## src/rtl/spi_instr_fetch.sv

```systemverilog
// -----------------------------------------------------------------------------
// spi_instr_fetch
//
// Fetches one 12-bit instruction (4-bit opcode + 8-bit operand) from an
// external SPI RAM per request. Each fetch is a single mode-0 SPI frame of
// 40 bits with chip select held low the whole time:
//   CMD_READ (8) | ADDR_HI (4) | req_addr (12) | data byte 0 (8) | data byte 1 (8)
// The opcode is the low nibble of data byte 0. The operand is data byte 1.
//
// Ports
//   clk, rst_n        single rising-edge clock, synchronous active-low reset
//   req_valid/ready   fetch request handshake, carrying req_addr (12 bit PC)
//   instr_valid/ready instruction handshake, carrying instr_opcode/operand
//   busy              high while an SPI frame is in progress
//   spi_cs_n, spi_sck, spi_mosi, spi_miso  SPI mode-0 master pins
//
// Build option
//   SPI_INSTR_FETCH_SLOW_SCK_EN  when defined, each SCK phase lasts 2 clk
//                                (4 clk per bit, 162 clk latency) instead of
//                                1 clk (2 clk per bit, 82 clk latency).
// -----------------------------------------------------------------------------
module spi_instr_fetch #(
    parameter logic [7:0] CMD_READ = 8'h03,
    parameter logic [3:0] ADDR_HI  = 4'h0
) (
    input  logic        clk,
    input  logic        rst_n,
    input  logic        req_valid,
    input  logic [11:0] req_addr,
    output logic        req_ready,
    output logic        instr_valid,
    input  logic        instr_ready,
    output logic [3:0]  instr_opcode,
    output logic [7:0]  instr_operand,
    output logic        busy,
    output logic        spi_cs_n,
    output logic        spi_sck,
    output logic        spi_mosi,
    input  logic        spi_miso
);

    typedef enum logic [2:0] {
        IDLE,
        CS_SETUP,
        SHIFT,
        CS_HOLD,
        OUTPUT
    } state_e;

    localparam logic [5:0] LAST_BIT  = 6'd39;
    localparam logic [5:0] FIRST_RX  = 6'd24;

    state_e      state_q, state_d;
    logic        cs_n_q, cs_n_d;
    logic        sck_q, sck_d;
    logic        mosi_q, mosi_d;
    logic        valid_q, valid_d;
    logic [3:0]  opcode_q, opcode_d;
    logic [7:0]  operand_q, operand_d;
    logic [5:0]  bit_cnt_q, bit_cnt_d;
    logic [23:0] tx_q, tx_d;
    logic [15:0] rx_q, rx_d;
    logic        phase_end;

`ifdef SPI_INSTR_FETCH_SLOW_SCK_EN
    // Each SCK phase is two clk long: the first clk of a phase only arms div_q.
    logic div_q, div_d;
    assign phase_end = div_q;
`else
    assign phase_end = 1'b1;
`endif

    assign req_ready     = (state_q == IDLE) && !valid_q;
    assign busy          = (state_q == CS_SETUP) || (state_q == SHIFT) || (state_q == CS_HOLD);
    assign instr_valid   = valid_q;
    assign instr_opcode  = opcode_q;
    assign instr_operand = operand_q;
    assign spi_cs_n      = cs_n_q;
    assign spi_sck       = sck_q;
    assign spi_mosi      = mosi_q;

    always_comb begin
        // NOTE: every signal written here gets its hold value first, so no path
        // through the case statement can leave one unassigned and infer a latch.
        state_d   = state_q;
        cs_n_d    = cs_n_q;
        sck_d     = sck_q;
        mosi_d    = mosi_q;
        valid_d   = valid_q;
        opcode_d  = opcode_q;
        operand_d = operand_q;
        bit_cnt_d = bit_cnt_q;
        tx_d      = tx_q;
        rx_d      = rx_q;
`ifdef SPI_INSTR_FETCH_SLOW_SCK_EN
        div_d     = div_q;
`endif

        case (state_q)
            IDLE: begin
                if (req_valid && req_ready) begin
                    tx_d    = {CMD_READ, ADDR_HI, req_addr};
                    cs_n_d  = 1'b0;
                    state_d = CS_SETUP;
                end
            end

            CS_SETUP: begin
                // First edge of bit 0: present the command MSB with SCK low.
                mosi_d    = tx_q[23];
                tx_d      = {tx_q[22:0], 1'b0};
                sck_d     = 1'b0;
                bit_cnt_d = '0;
`ifdef SPI_INSTR_FETCH_SLOW_SCK_EN
                div_d     = 1'b0;
`endif
                state_d   = SHIFT;
            end

            SHIFT: begin
`ifdef SPI_INSTR_FETCH_SLOW_SCK_EN
                div_d = !div_q;
`endif
                if (phase_end) begin
                    if (!sck_q) begin
                        sck_d = 1'b1;
                    end else begin
                        // Falling SCK ends the current bit: sample data bits
                        // here and present the next MOSI bit in the same edge.
                        sck_d = 1'b0;
                        if (bit_cnt_q >= FIRST_RX) begin
                            rx_d = {rx_q[14:0], spi_miso};
                        end
                        if (bit_cnt_q == LAST_BIT) begin
                            mosi_d  = 1'b0;
                            state_d = CS_HOLD;
                        end else begin
                            // tx_q has been shifted empty after 24 bits, so the
                            // data phase drives zeros on MOSI.
                            mosi_d    = tx_q[23];
                            tx_d      = {tx_q[22:0], 1'b0};
                            bit_cnt_d = bit_cnt_q + 6'd1;
                        end
                    end
                end
            end

            CS_HOLD: begin
                cs_n_d    = 1'b1;
                valid_d   = 1'b1;
                opcode_d  = rx_q[11:8];
                operand_d = rx_q[7:0];
                state_d   = OUTPUT;
            end

            OUTPUT: begin
                if (instr_ready) begin
                    valid_d = 1'b0;
                    state_d = IDLE;
                end
            end

            default: begin
                state_d = IDLE;
            end
        endcase
    end

    // Control state: synchronous reset aborts any frame in progress.
    always_ff @(posedge clk) begin
        // NOTE: state registers use non-blocking assignments so every flop
        // samples the pre-edge value of every other flop.
        if (!rst_n) begin
            state_q   <= IDLE;
            cs_n_q    <= 1'b1;
            sck_q     <= 1'b0;
            mosi_q    <= 1'b0;
            valid_q   <= 1'b0;
            opcode_q  <= '0;
            operand_q <= '0;
            bit_cnt_q <= '0;
`ifdef SPI_INSTR_FETCH_SLOW_SCK_EN
            div_q     <= 1'b0;
`endif
        end else begin
            state_q   <= state_d;
            cs_n_q    <= cs_n_d;
            sck_q     <= sck_d;
            mosi_q    <= mosi_d;
            valid_q   <= valid_d;
            opcode_q  <= opcode_d;
            operand_q <= operand_d;
            bit_cnt_q <= bit_cnt_d;
`ifdef SPI_INSTR_FETCH_SLOW_SCK_EN
            div_q     <= div_d;
`endif
        end
    end

    // NOTE: the shift registers carry no reset: tx_q is loaded on acceptance and
    // rx_q is completely refilled before it is ever copied to the outputs.
    always_ff @(posedge clk) begin
        tx_q <= tx_d;
        rx_q <= rx_d;
    end

endmodule

```

## config.mk

```make
export PLATFORM = sky130hd
export DESIGN_NAME = spi_instr_fetch
export DESIGN_NICKNAME = d
export VERILOG_FILES = /design/src/rtl/spi_instr_fetch.sv
export SDC_FILE = /design/constraint.sdc
export NUM_CORES = 1
export LEC_CHECK = 0
export BUFFER_PORTS_ARGS = -buffer_cell sky130_fd_sc_hd__buf_2
export CAP_MARGIN = 0
export CORE_UTILIZATION = 50
export CTS_CLUSTER_DIAMETER = 30
export CTS_CLUSTER_SIZE = 10
export DETAILED_ROUTE_END_ITERATION = 10
export MAX_ROUTING_LAYER = met4
export PLACE_DENSITY = 0.72
export SETUP_SLACK_MARGIN = 0.15
export SLEW_MARGIN = 20
export SYNTH_ARGS = -nofsm -noshare
export SYNTH_HDL_FRONTEND = slang
export SYNTH_SLANG_ARGS = --single-unit
```

## constraint.sdc

```tcl
create_clock -name clk -period 2.6 [get_ports clk]
set_clock_uncertainty 0.1 [all_clocks]
set_input_delay 0.13 -clock clk [delete_from_list [all_inputs] [get_ports clk]]
set_output_delay 0.13 -clock clk [all_outputs]
set_load 0.05 [all_outputs]
```

### Word level (Yosys, flattened, before mapping)

Cells that the tools add are included.

* add/subtract/negate cells: 1
* magnitude comparators: 1
* equal/unequal tests: 10
* muxes and demuxes: 21
* reduce and logical (&&, ||, !) cells: 17

Operators by type and width (count)
* two-way mux 24 bit: 3
* one-hot mux 24 bit (3 select lines): 1
* one-hot mux 3 bit (5 select lines): 1
* two-way mux 3 bit: 4
* two-way mux 6 bit: 2
* one-hot mux 6 bit (2 select lines): 1
* one-hot mux 1 bit (2 select lines): 4
* AND reduction 4 bit: 2
* adder 6 x 1 -> 6 bit, second input constant: 1
* equality test 3 x 2 -> 1 bit, second input constant: 2
* equality test 6 bit, second input constant: 1
* greater-or-equal comparator 6 x 5 -> 1 bit, second input constant: 1
* inequality test 2 bit, second input constant: 3
* AND reduction 2 bit: 3
* AND reduction 3 bit: 2
* nonzero test 2 bit: 3
* two-way mux 1 bit: 5
* inequality test 2 x 1 -> 1 bit, second input constant: 2
* equality test 3 x 1 -> 1 bit, second input constant: 1
* equality test 3 bit, second input constant: 1
* logical NOT 3 bit: 1
* nonzero test 3 bit: 1
* logical AND 1 bit: 2
* logical OR 1 bit: 2
* logical NOT 1 bit: 1

* register bits: 61
* bits of input ports: 17
* output and inout bits: 18
* logic and storage cells: 60

### Depth between registers and ports, before layout

Gate-level depths: netlist (run 1).

* depth after elaboration: 5
* mapped depth: 6
* depth with buffers taken out: 5

### Least setup slack after synthesis (run 1)

OpenSTA, ideal clock, no wires.

* path kind: flip-flop to flip-flop
* from: register sck_q, in the netlist spi_sck
* to: register tx_q[0] (enable)
* setup time: 0.413 ns
* arrival time: 2.331 ns
* required time: 2.087 ns
* slack: -0.244 ns
* cell stages (with the launch flop): 5
* path buffers: 0
* period minus slack after synthesis: 2.844 ns
* cells stage by stage: dfxtp_1 > nand2_1 > nor2_1 > nand2_1 > a21oi_1

* longest elaborated chain between the ends: 2

RTL lines
* start: declaration: line 55 `logic sck_q, sck_d;`
* start signal: assignment: line 188 `sck_q <= sck_d;`
* inequality test 2 bit (no source line)
* AND reduction 4 bit (no source line)
* end signal: assignment: line 203 `tx_q <= tx_d;`
* end: declaration: line 61 `logic [23:0] tx_q, tx_d;`

No other way between the ends.
A chain may end at the register's enable or synchronous reset.

### Final worst setup path (run 1)

* from: register state_q[0]
* to: register tx_q[7] (data pin)

* longest elaborated chain between the ends: 2
* elaborated cells between the ends (all ways): 4
* classes of those cells: eq/ne (2); mux (1); reduce/logical (1)

RTL lines
* start: declaration: line 53 `state_e state_q, state_d;`
* start signal: assignment: line 186 `state_q <= state_d;`
* equality test 3 x 2 -> 1 bit (tied with other cells): line 99 `case (state_q)`
* one-hot mux 24 bit (3 select lines) (*): line 99
* named net tx_d[7]: line 61

Mark *: on every way through the listed nets, which the timed path passes. The rest lies on a longest branch.

==> results of run 1 <==
==> Yosys cell counts, types with 2 or more instances <==
library cell,count,area share
dfxtp_1,25,0.20
edfxtp_1,36,0.43
mux2_2,12,0.054
ha_1,2,0.010
nand3b_1,2,0.0060
nor2b_1,4,0.010
nor3b_1,2,0.0060
nor2_1,5,0.0075
o2bb2ai_1,2,0.0070
nand2_1,35,0.053
a21oi_1,5,0.010
o21ai_0,5,0.010
nand2b_1,5,0.013
o21a_1,2,0.0060
clkbuf_1,4,0.0060
a21boi_0,12,0.036
nand3_1,9,0.018
buf_2,4,0.0080
inv_1,3,0.0045
and2_1,13,0.033
==> final cells by class <==
cell class                 count  area [µm²]  share of cell area
clock inverter                 4        72.6              0.0235
multi-input combinational    131         868               0.281
tap                           67        83.8              0.0271
inverter                       3        11.3             0.00364
timing repair buffer          52         340               0.110
sequential                    61        1580               0.511
clock buffer                  12         135              0.0437
==> power by group <==
part | leakage (nW) | internal [mW] | switching (mW) | total [mW]
sequential | 0.547 | 1.10 | 0.0256 | 1.12
clock | 0.102 | 0.539 | 0.346 | 0.885
combinational | 0.495 | 0.0934 | 0.121 | 0.215
==> cell families (layout without fill, tap and decap cells) <==
| group | count (synthesis) | count (layout) |
|---|---|---|
| flip-flops | 61 | 61 |
| adder cells (fa/ha/maj) | 2 | 2 |
| AO/OA/AOI/OAI | 36 | 36 |
| buffers and inverters | 12 | 71 |
| AND/OR/NAND/NOR | 80 | 80 |
| multiplexers | 13 | 13 |
==> stage by stage <==
stage	worst slack [ns]	hold WS [ns]	power, mW	util
2_1_floorplan	0.223	0.129	1.29	-
3_3_place_gp	0.632	0.210	1.34	0.577
3_5_place_dp	0.584	0.222	1.34	0.577
4_1_cts	0.585	0.0251	2.25	0.651
5_1_grt	0.461	0.0353	2.31	0.651
6_report	0.580	0.0449	2.22	0.651
==> state kept, by name, indices dropped and copies added (netlist names) <==
register / count
bit_cnt_q: 6
tx_q: 24
spi_sck: 1
spi_mosi: 1
instr_opcode: 4
rx_q: 12
instr_valid: 1
spi_cs_n: 1
state_q: 3
instr_operand: 8
==> metal layers <==
layer / up-vias / track usage / wire, µm
li1: 835 / - / -
met1: 792 / 0.243 / 2080
met2: 27 / 0.288 / 2150
met3: 6 / 0.0953 / 180
met4: 0 / 0.0719 / 54
met5: - / - / 0
==> worst paths after layout <==
path	start	to	depth (start not counted)
setup / recovery	state_q[0]	tx_q[7]	3
hold / removal	instr_ready	state_q[2]	3
setup reg to reg	state_q[0]	tx_q[7]	3
hold reg to reg	rx_q[4]	rx_q[5]	0
==> worst register-to-register path: cells and delay by family, from the launching register on <==
kind / cells / cell delay (ns)
and+or+nand+nor: 1 / 0.25
AOI/OAI and AO/OA: 1 / 0.47
muxes: 1 / 0.41
DFF: 1 / 0.56
==> what timing repair did <==
item	CTS	global route
resized for setup	0	0
buffers inserted	0	0
hold buffers	14	0
hold endpoints to repair	14	0
==> results.md, run 1 <==
Worst setup path:
- The maximum single-stage delay on the critical path is roughly 0.56 ns.
- STA classifies the critical path endpoint as a register.
- The master of the slowest instance on the critical path is dfxtp_1.
- The worst setup path category is reg2reg.
- The critical path startpoint category is a register.
- The signal on the critical path passes through nand2b_1 > a21oi_4 > mux2_2.
- The slack of the worst reg-to-reg path is between 0.5 and 0.6 ns.
- The critical path contains buffers and inverters numbering 0 combined.
- Of all nets on the critical path, the largest fanout is 17.
- The arrival time reported for the critical path endpoint is 2.00 ns.
- The required time reported for the critical path endpoint is 2.58 ns.
- Broken down by cell family, the worst path's largest delay share belongs to flip-flops.

Clock network:
- The register clock-pin slew on the reported worst setup and hold paths is approximately 0.060 ns.
- The worst-skew pair later-pin latency is 0.33 ns.
- The TritonCTS clock tree is built.
- The level count of the clock H-tree is 3.
- Counting the buffers created by CTS gives 9.
- The root buffer cell is clkbuf_8.
- The deepest clock path buffer count is 2.
- The CTS sink count is 61.

Layout:
- The most common cell after layout, fill and taps aside is edfxtp_1.
- The design area is ~3100 µm².
- In the final layout, the share of cells above drive strength 1 is 0.266.
- The number of inserted filler cells in the final layout is around 400.
- After the last flow step, the layout net total stands at between 200 and 300.
- Leaving out fill and tap cells, the most frequent cells in the layout are 36 x edfxtp_1, 35 x nand2_1, 34 x buf_2.
- The layout overhead on the synthesized area is 24.0%.
- The non-filler instance count after layout is 330.
- The repair_antennas step left the layout with diodes totalling 0.

Floorplan:
- The boundary pin count is 35.
- The area enclosed by the die boundary is approximately 5300 µm².
- In this run the vertical extent of the chip is a little over 70 µm.
- The die width is 72.6 µm.
- The initial utilization of the core area, before any placement, comes to 0.524.
- Row generation in the floorplan step produced 25 rows.
- The core region is about 4800 µm².

Detailed routing:
- The post-route DRC violation count is 0.
- The detailed-route via count is 1660.
- The total iterations of the first detailed-routing run is 4.
- The number of vias per cell after detailed routing is 5.03.
- In this run the remaining antenna-violating nets after routing total 0.
- Dividing the detail-routed wire length by the instance count gives between 10 and 15 µm.
- The routed design has approximately 4500 µm of wire.
- The first-iteration detailed-routing DRC count is just over 80.

Synthesis:
- The combinational family with the most area after synthesis is simple AND/OR/NAND/NOR gates.
- The post-synthesis net count is 223.
- The Yosys warning count is 0.
- The per-instance average area after synthesis is approximately 12 µm².
- The combined area of all synthesized cells is between 2000 and 2500 µm².
- The share of the synthesized netlist area taken by xor and xnor gates is 0.
- Of the total synthesized cell area, the portion taken by AND, OR, NAND and NOR gates is 0.163.
- The synthesized design contains 36 enable-type register cells.
- The portion of synthesized area spent on multiplexers is 0.0582.
- Synthesis handed over a netlist of 204 instances.
- Of the total synthesized cell area, the portion taken by full adders, half adders and majority gates is 0.0100.
- The compound-gate portion of the synthesized area is 0.113.
- The sequential-to-total area share from yosys stat is 0.634.
- Counting distinct cell types in the post-synthesis netlist gives 37.
- For this run, asynchronously set or reset flops after synthesis account for 0.
- The most used flip-flop cell after synthesis is edfxtp_1.
- The synthesized design contains 61 register bits.

Run:
- The number of violations of the max-capacitance limit is 0.

Placed design:
- After legalization and detailed placement, the total HPWL measured approximately 2700 µm.
- The total cell area at the placement stage is about 2700 µm².
- The weighted congestion reported at the end of routability-driven placement is ~0.77.
- The count of buffers added on input and output ports is 34.
- The instance count after placement with tap cells included is 300.

Min path:
- The min-delay analysis places its worst path in the category in2reg.

STA:
- For the pin with the worst max-slew slack, the measured transition is about 0.54 ns.
- Setup repair after global routing left no endpoint under its margin.
- In the finished design, the share of the clock period the worst path needs comes to 0.777.
- The worst path in the final design needs a cycle of approximately 2 ns, including I/O delays and setup.
- Static timing analysis puts the maximum clock frequency at 495 MHz.
- Summed over all failing endpoints, the final setup total negative slack is 0 ns.
- Setup violations remaining at the end of the flow were counted as 0.
- In this run the tightest slew margin relative to its limit is 0.642.
- The final count of hold timing violations is 0.
- The total count of max-transition violations in the final report is 0.

GRT:
- The initial antenna violation count is 0.
- Entering global routing, the biggest net connects 26 pins.
- The number of global-route vias before repair is between 1.5k and 2k.
- The total track usage is 0.199.
- The total overflow left after global routing is 0.
- The first global-routing pass estimated roughly 7300 µm of wire.

Power and ir drop:
- The worst-case IR drop observed on VDD is 435 µV.
- For this design the ratio of total power to cell area is 718 nW/µm².
- The leakage power is ~1.1 nW.

Run status:
- The flow ran to the end, and the final reports show no timing, DRC or antenna violations.
No activity file was read; power rests on OpenSTA's default activity.
==> inputs of run 2 (changes only) <==
==> constraint.sdc (replaced) <==
create_clock -name clk -period 1.82 [get_ports clk]
set_clock_uncertainty 0.1 [all_clocks]
set_input_delay 0.091 -clock clk [delete_from_list [all_inputs] [get_ports clk]]
set_output_delay 0.091 -clock clk [all_outputs]
set_load 0.05 [all_outputs]
==> run 2 against run 1 <==
Non-clock buffer count is 24 higher. Sequential power is 43% higher. Largest cell class unchanged. Count of clock-buffer cells in the layout is 1 higher. Design area grew 10%. Cell count up 7.3%.
==> results.md, run 2 (synthesis results as in run 1) <==
Detailed routing:
- The residual antenna-violating net count after detailed routing is 0.
- The routed layout has 1771 vias.
- After the first detailed-routing iteration, the DRC count stood at between 100 and 150.
- The average detailed-routed wire length per instance is 13.8 µm.
- In the routed layout, each cell is associated on average with a via count of 5.00.
- The total iterations of the first detailed-routing run is 4.
- The wire length reported by the detailed router is just under 5000 µm.
- The post-route DRC violation count is 0.

Power and ir drop:
- The net switching fraction of the power is 0.236.
- The part of the total power dissipated in sequential elements is 0.530.
- The clock network fraction of design power is 0.331.
- The post-layout total power is 3.01 mW.
- The part of the total power dissipated in combinational logic is 0.139.
- The power per unit of standard cell area is just under 900 nW/µm².
- The leakage power is 1.31 nW.
- Internal power comes to around 2.3 mW.
- In this run the power spent charging and discharging nets is about 0.71 mW.
- The maximum VDD drop is 798 µV.

Layout:
- Ranked by flip-flop count, first place goes to tx_q.
- After the last flow step, the layout net total stands at around 300.
- The design area is about 3400 µm².
- The antenna diode count is 0.
- The non-filler instance count after layout is roughly 350.
- The number of flip-flops under the largest register name is 24.
- The most common cell after layout, fill and taps aside is edfxtp_1.
- The share of post-route cells with drive strength above 1 is 0.376.
- Relative to the synthesized area, the layout overhead comes to 36.6%.
- The filler cells instantiated in the layout total between 300 and 400.
- Leaving out fill and tap cells, the most frequent cells in the layout are 36 x edfxtp_1, 33 x nand2_1, 33 x buf_2.

Run:
- The number of violations of the max-capacitance limit is 0.

Clock network:
- The clock drives between 60 and 70 sinks.
- After clock tree synthesis, the clock-pin slew on the worst setup and hold paths is roughly 0.06 ns.
- In this run the number of H-tree levels came out at 3.
- At the later pin of the worst-skew pair, clock insertion delay measures approximately 0.33 ns.
- The tree is rooted in a clkbuf_8.
- The CTS buffer count is 9.
- Counting along the longest clock path gives a buffer depth of 2.
- The TritonCTS clock tree is built.

GRT:
- Entering global routing, the biggest net connects 27 pins.
- The initial antenna violation count is 0.
- The overall overflow remaining after global route is 0.
- The number of global-route vias before repair came to between 1.5k and 2k.
- The first global-routing pass estimated 7620 µm of wire.
- The total track usage is 0.206.

Floorplan:
- The row count is 25.
- The core box area is around 4800 µm².
- The floorplan step set the die height to about 73 µm.
- The initial utilization of the core area, before any placement, comes to 0.524.
- The area enclosed by the die boundary is between 5000 and 6000 µm².
- In this run the horizontal extent of the chip is about 73 µm.
- 35 I/O pins were placed.

Placed design:
- The count of input and output buffers is 34.
- The worst-case setup slack after placement is 0.0644 ns.
- Counting tap cells, the placed design contains a total of slightly above 300 instances.
- The detailed-placement wirelength estimate is between 2000 and 3000 µm.
- The total cell area at the placement stage is a little under 3000 µm².
- The weighted congestion reported at the end of routability-driven placement is 0.809.

STA:
- For the pin with the worst max-slew slack, the measured transition is a little under 0.4 ns.
- For this run, the top clock speed supported by timing is approximately 580 MHz.
- Setup repair after global routing could not meet its margin everywhere.
- The final critical delay including setup and external delays is ~1.7 ns.
- Final hold analysis gives a worst-case slack of slightly below 0.1 ns.
- The total count of max-transition violations in the final report is 0.
- The final count of hold timing violations is 0.
- The number of setup violations in the final report is 0.
- Measured against its own limit, the worst slew margin works out to 0.736.
- The final worst-path cycle share is 0.952.
- Across all setup checks in the final design, the least slack found is 0.0872 ns.

Worst setup path:
- The arrival time reported for the critical path endpoint is ~1.9 ns.
- The critical path startpoint category is a register.
- The required time reported for the critical path endpoint is 1.98 ns.
- The most numerous cell type found on the critical path is buf_4.
- The worst setup path category is reg2reg.
- The maximum fanout encountered on the critical timing path is 5.
- For this design, the slowest cell found on the critical path is dfxtp_4.
- The maximum single-stage delay on the critical path is ~0.35 ns.
- The critical path goes through ha_4 > and4bb_2 > buf_4 > a211oi_4 > buf_4 > nand3b_1 > nand3_1.
- The worst setup path is captured at a register.

Min path:
- The type of the worst min-delay path is in2reg.

Run status:
- The flow ran to the end, and the final reports show no timing, DRC or antenna violations.
-- run 2: cell types whose count changed in the layout (fill, tap and decap cells not counted), moves of 2 or more --
cell / delta
nand2_1: -2
dfxtp_4: +2
dfxtp_1: -5
nand2_4: +2
dfxtp_2: +3
buf_4: +17
buf_16: +2
clkinv_2: +2
buf_12: +4
bufinv_16: -2
-- run 2: worst max-delay path, delay by kind of cell (launching register included) --
kind / cells / cell delay (ns)
AO/OA/AOI/OAI: 1 / 0.32
flip-flops: 1 / 0.35
buffers and inverters: 2 / 0.31
adder cells (fa/ha/maj): 1 / 0.16
AND/OR/NAND/NOR: 3 / 0.44
-- run 2: area by class of cell --
class / count / area [µm²] / share of cell area
sequential: 61 / 1590 / 0.468
multi-input combinational: 131 / 936 / 0.275
timing repair buffer: 76 / 619 / 0.182
clock buffer: 13 / 149 / 0.0437
tap: 67 / 83.8 / 0.0246
clock inverter: 3 / 13.8 / 0.00404
inverter: 3 / 11.3 / 0.00331
-- run 2: what timing repair did --
| item | 4_1_cts | 5_1_grt |
|---|---|---|
| gates resized for setup | 6 | 9 |
| pin swaps | 3 | 2 |
| hold buffers | 15 | 0 |
| cloned | 2 | 0 |
| setup buffers | 7 | 4 |
| setup endpoints to repair | 24 | 62 |
| endpoints found under the hold margin | 15 | 0 |
-- run 2: worst paths after layout --
check / start / to / slack (ns) / depth (start not counted)
worst min register to register: rx_q[4] / rx_q[5] / 0.35 / 0
worst min-delay path: rst_n / spi_cs_n / 0.1 / 3
worst max-delay path: bit_cnt_q[1] / bit_cnt_q[2] / 0.09 / 7
worst max register to register: bit_cnt_q[1] / bit_cnt_q[2] / 0.09 / 7
-- run 2: power groups by stage --
stage | sequential (mW) | clock (mW) | combinational (mW)
after global placement | 1.62 | 0 | 0.325
after CTS | 1.59 | 1.02 | 0.413
after floorplan | 1.65 | 0 | 0.206
after global routing | 1.61 | 1.08 | 0.449
final | 1.60 | 0.997 | 0.420
after detailed placement | 1.63 | 0 | 0.328
-- run 2: per-stage QoR --
step	TNS (ns)	util
finish	0	0.716
CTS	0	0.706
detailed placement	0	0.612
global placement	0	0.612
floorplan	-1.96	-
global route	0	0.716
-- run 2: routing by layer --
metal / GRT usage / part of all wire
met4: 0.124 / 0.025
met2: 0.276 / 0.45
met1: 0.287 / 0.48
met5: - / 0
met3: 0.0414 / 0.045
